File: src/rtl/alu_mux_pkg.sv
// alu_mux_pkg: shared mode constants and channel-slice helper
//   MODE_DIRECT / MODE_SCAN : values of the mode input
//   chan_lsb(idx, width)    : lowest bit of channel idx in a packed bus
package alu_mux_pkg;

    localparam logic MODE_DIRECT = 1'b0;
    localparam logic MODE_SCAN   = 1'b1;

    function automatic int unsigned chan_lsb(input int unsigned idx, input int unsigned width);
        return idx * width;
    endfunction

endpackage

File: src/rtl/mux_nx1.sv
// mux_nx1: combinational N-to-1 channel selector
//   in  : CHANNELS*WIDTH packed channels, channel k at [k*WIDTH +: WIDTH]
//   sel : channel index; indices >= CHANNELS select zero
//   out : selected channel
module mux_nx1
    import alu_mux_pkg::*;
#(
    parameter int WIDTH    = 16,
    parameter int CHANNELS = 16
) (
    input  logic [CHANNELS*WIDTH-1:0]    in,
    input  logic [$clog2(CHANNELS)-1:0]  sel,
    output logic [WIDTH-1:0]             out
);

    localparam int SEL_W = $clog2(CHANNELS);

    // Table padded to the full select range so out-of-range indices read zero
    logic [WIDTH-1:0] ch [2**SEL_W];

    for (genvar k = 0; k < 2**SEL_W; k++) begin : g_ch
        if (k < CHANNELS) begin : g_real
            assign ch[k] = in[chan_lsb(k, WIDTH) +: WIDTH];
        end else begin : g_pad
            assign ch[k] = '0;
        end
    end

    assign out = ch[sel];

endmodule

File: src/rtl/mux_pipe_nx1.sv
// mux_pipe_nx1: registered N-to-1 mux with valid/ready handshake and scan mode
//   clk, rst_n           : clock, asynchronous active-low reset
//   in_data/in_valid/sel : packed channels, offer, direct-mode select
//   in_ready             : !out_valid || out_ready
//   mode                 : 0 = direct (sel), 1 = scan (internal pointer)
//   out_data/out_chan/out_err/out_valid : registered result, index, range error
//   out_ready            : downstream accept
module mux_pipe_nx1
    import alu_mux_pkg::*;
#(
    parameter int WIDTH    = 16,
    parameter int CHANNELS = 16,
    parameter int SEL_W    = $clog2(CHANNELS)
) (
    input  logic                      clk,
    input  logic                      rst_n,
    input  logic [CHANNELS*WIDTH-1:0] in_data,
    input  logic                      in_valid,
    output logic                      in_ready,
    input  logic [SEL_W-1:0]          sel,
    input  logic                      mode,
    output logic [WIDTH-1:0]          out_data,
    output logic [SEL_W-1:0]          out_chan,
    output logic                      out_err,
    output logic                      out_valid,
    input  logic                      out_ready
);

    logic [SEL_W-1:0] scan_ptr;
    logic [SEL_W-1:0] idx;
    logic [SEL_W-1:0] ptr_next;
    logic [WIDTH-1:0] mux_out;
    logic             accept;
    logic             err;

    assign in_ready = !out_valid || out_ready;
    assign accept   = in_valid && in_ready;
    assign idx      = (mode == MODE_SCAN) ? scan_ptr : sel;
    assign err      = 32'(idx) >= CHANNELS;
    assign ptr_next = (32'(scan_ptr) == CHANNELS - 1) ? '0 : scan_ptr + SEL_W'(1);

    mux_nx1 #(.WIDTH(WIDTH), .CHANNELS(CHANNELS)) u_mux (
        .in  (in_data),
        .sel (idx),
        .out (mux_out)
    );

    always_ff @(posedge clk or negedge rst_n) begin
        if (!rst_n) begin
            out_valid <= 1'b0;
            out_data  <= '0;
            out_chan  <= '0;
            out_err   <= 1'b0;
            scan_ptr  <= '0;
        end else begin
            // Held word stays until drained; a new accept overwrites on the same edge
            out_valid <= accept || (out_valid && !out_ready);
            if (accept) begin
                out_data <= mux_out;
                out_chan <= idx;
                out_err  <= err;
                if (mode == MODE_SCAN)
                    scan_ptr <= ptr_next;
            end
        end
    end

endmodule
File: config.mk
export PLATFORM = sky130hd
export DESIGN_NAME = mux_pipe_nx1
export DESIGN_NICKNAME = d
export VERILOG_FILES = /design/src/rtl/alu_mux_pkg.sv /design/src/rtl/mux_nx1.sv /design/src/rtl/mux_pipe_nx1.sv
export SDC_FILE = /design/constraint.sdc
export NUM_CORES = 1
export LEC_CHECK = 0
export ABC_AREA = 1
export CELL_PAD_IN_SITES_DETAIL_PLACEMENT = 0
export CELL_PAD_IN_SITES_GLOBAL_PLACEMENT = 2
export CORE_ASPECT_RATIO = 1.25
export CORE_MARGIN = 1
export CORE_UTILIZATION = 16
export DETAILED_ROUTE_END_ITERATION = 16
export PLACE_DENSITY_LB_ADDON = 0.15
export SLEW_MARGIN = 20
export SYNTH_ARGS = -nofsm -noshare
export SYNTH_HDL_FRONTEND = slang
export SYNTH_HIERARCHICAL = 1
export SYNTH_SLANG_ARGS = --single-unit
File: constraint.sdc
create_clock -name clk -period 1.8 [get_ports clk]
set_input_delay 0.36 -clock clk [delete_from_list [all_inputs] [get_ports clk]]
set_output_delay 0.36 -clock clk [all_outputs]
set_load 0.005 [all_outputs]
==> impl_metrics.toml <==
[floorplanning]
die_w_um = 150
rows = 67
core_region_area_mm2 = 0.0268
die-area_mm2 = 0.0280
die_y_um = 187
floorplan.initialDensity_pct = 16.3
top_level_ports = 288

[synthesis]
synth_seq_cells = 25
post_synth_instance_area_mm2 = 0.00437
synth_seq_area_share_pct = 14.3
synth_area_per_cell_um2 = 4.82
ys.warnings.count = 6
syn_nets = 1172
synth_cell_types = 20
syn-instance-count = 906

[global_route]
grt_first_pass_wirelength_mm = 39.7
globalRouteOverflowTotal = 0
number_of_antenna_violations_at_the_first_check_in_global_routing = 2
track_usage_pct = 18.9
number_of_global_route_vias_before_repair = 6783
grt_max_degree = 38

[run_status]
status = "finished, violations left"
violations = "negative setup slack"

[layout]
utilization_pct = 33.1
commonest_non_fill_non_tap_cells_in_the_layout = "sky130_fd_sc_hd__nand2_1 (398), sky130_fd_sc_hd__clkdlybuf4s50_1 (283), sky130_fd_sc_hd__inv_1 (197)"
post_route_cells_drive_above_1_share_pct = 14.3
design.final.nets = 1492
area.growth.synth_to_final_pct = 103
layout_commonest_cell = "sky130_fd_sc_hd__nand2_1"
fill_cells = 3078

[worst_hold_path]
worst_hold_path.num_cells = 2
hold_start = "out_data[13]"
whs_endpoint = "out_data[13]"
hold_class = "reg2reg"

[clock_tree]
root_buffer_selected_by_cts = "sky130_fd_sc_hd__clkbuf_16"
clock_sink_count = 25
clk_pin_slew_ns = 0.08
ctsHoldBuffers = 0
max-clock-path-buffers = 2
cts_tree = "built"
htree_levels = 1
clkLatencyLatePin_ns = 0.27
cts_inserted_buffers = 3

[worst_setup_path]
worstReg2RegEnd = "out_data[3]"
r2r.worst_path.cells = 14
worst_path_most_repeated_cell = "sky130_fd_sc_hd__nand2_1"
cp_top_family = "buffers and inverters"
critPathArrivalTime_ns = 2.03
critical_path.cell_chain = "inv_2 -> o21ai_4 -> buf_12 -> inv_4 -> buf_12 -> buf_12 -> buf_6 -> nand2_1 -> nand3_2 -> nand3_2 -> nand3_2 -> nand2_1 -> nand2_1 -> nand2_1"
critical_path.max_stage_delay_ns = 0.37
timing.critical_path.to_type = "register"
r2r_slack_ns = -0.03
critical_path_startpoint_category = "register"
criticalPathCategory = "reg2reg"
cp_num_buf_inv = 6
reg2reg_from = "scan_ptr[0]"
worst_path_max_delay_cell = "sky130_fd_sc_hd__dfrtp_1"
crit_required_ns = 2.00
crit_path_max_fanout = 8

[sta]
final.setup_skew_ns = 0.00852
slew_viol_final = 0
fin_worst_hold_slack_ns = 0.477
setup_violations = 1
hold_viol = 0
layout_setup_ws_ns = -0.0272
maxClockFrequency_mhz = 547
rsz_0062_raised_after_global_routing = "yes"
finalCritPeriodShare_pct = 102
minimum_period_implied_by_the_final_worst_setup_slack_ns = 1.83

[drt]
route.detailed.wl_per_inst_um = 17.1
drc_errors = 0
route.detailed.vias_per_inst = 4.05
drt_first_pass_iters = 5
drt_first_iter_violations = 171
drt-total-wl_mm = 26.8
via_count = 6361
detail-route-antenna-nets = 0

[pwr]
worst_ir_drop_vdd_v = 0.000440
power.switching_fraction_pct = 44.8
power.share.clock_pct = 8.7
share_comb_of_total_power_pct = 76.6
power.leakage_uw = 0.00472
net-switching-power_uw = 2700
sequentialPowerShare_pct = 14.6
cellPowerDensity_mw_per_mm2 = 679
p_int_uw = 3320

[placement]
gp_congestion = 0.785
portBuffers = 286
dpl.hpwl_mm = 21.0

[job]
cap_violations = 0
## state kept, by name, summed over array words and instances, names as in the netlist
name and count:
out_valid 1, scan_ptr 4, out_data 16, out_chan 4
## final cells by class
type	count	area, um^2	share of cell area [%]
Timing Repair Buffer	371	3960	44.6
Multi-Input combinational cell	622	3000	33.8
Inverter	203	764	8.62
Sequential cell	25	626	7.05
Tap cell	345	432	4.87
Clock buffer	3	75.1	0.846
Clock inverter	1	7.51	0.0846
Antenna cell	2	5.00	0.0564
## how the worst max path moves through the flow
stage                              end  cells after the start         from  slack [ns]
after floorplan           out_data[10]                     12         mode        0.26
after global placement     out_data[5]                     12         mode       -0.71
after detailed placement   out_data[5]                     12         mode       -0.70
after CTS                  out_data[6]                     15  scan_ptr[0]       -0.03
after global routing       out_data[6]                     15  scan_ptr[0]       -0.11
final                      out_data[3]                     14  scan_ptr[0]       -0.03
## what timing repair did
action | CTS | global route
endpoints found under the setup margin | 16 | 17
cloned | 5 | 0
pin swaps | 23 | 8
setup buffers | 8 | 2
gates resized for setup | 79 | 30
## cell usage after synthesis (all sizes together)
| cell | count | area (um^2) |
|---|---|---|
| buf | 48 | 324 |
| nand3 | 195 | 976 |
| inv | 203 | 762 |
| clkbuf | 8 | 30.0 |
| nand4 | 1 | 6.26 |
| conb | 1 | 3.75 |
| o21ai | 4 | 20.0 |
| a21oi | 1 | 16.3 |
| nor2 | 2 | 15.0 |
| nand2 | 416 | 1570 |
| ha | 1 | 12.5 |
| xnor2 | 1 | 8.76 |
| dfrtp | 25 | 626 |
## per-layer routing
layer / global-route usage (%) / routed length, um / part of all wire [%] / up-vias
li1: - / - / - / 3312
met1: 22.0 / 11100 / 41 / 2834
met2: 36.5 / 14000 / 52 / 197
met3: 2.18 / 1430 / 5.3 / 18
met4: 3.19 / 333 / 1.2 / 0
met5: 0 / 0 / 0 / -
## cell families after synthesis
kind of cell / after synthesis / synth area share (%)
adder cells (fa/ha/maj): 1 / 0.286
XOR/XNOR: 1 / 0.201
AO/OA/AOI/OAI: 5 / 0.831
AND/OR/NAND/NOR: 614 / 58.7
other: 1 / 0.0859
buffers and inverters: 259 / 25.6
flip-flops: 25 / 14.3
## worst min-delay path, delay by kind of cell, from the launching register on
kind             cells  cell delay (ns)
AND/OR/NAND/NOR      2             0.10
flip-flops           1             0.34
## power groups by stage
| stage | sequential, uW | clock (uW) | combinational (uW) |
|---|---|---|---|
| 3_3_place_gp | 898 | 0 | 4150 |
| 2_1_floorplan | 874 | 0 | 1830 |
| 6_report | 879 | 526 | 4610 |
| 3_5_place_dp | 893 | 0 | 4130 |
| 4_1_cts | 889 | 539 | 4650 |
| 5_1_grt | 908 | 566 | 5050 |
## through the flow
stage	total power, uW	setup WS (ns)	instance area, um^2	TNS (ns)	cells
after global placement	5050	-0.714	8100	-9.03	1551
after floorplan	2700	0.262	4370	0	906
final	6020	-0.0272	8870	-0.0272	1572
after detailed placement	5020	-0.699	8100	-9.01	1551
after global routing	6520	-0.111	8870	-1.17	1572
after CTS	6070	-0.0297	8750	-0.166	1568
Note: power is estimated with default switching activity, not from simulation.
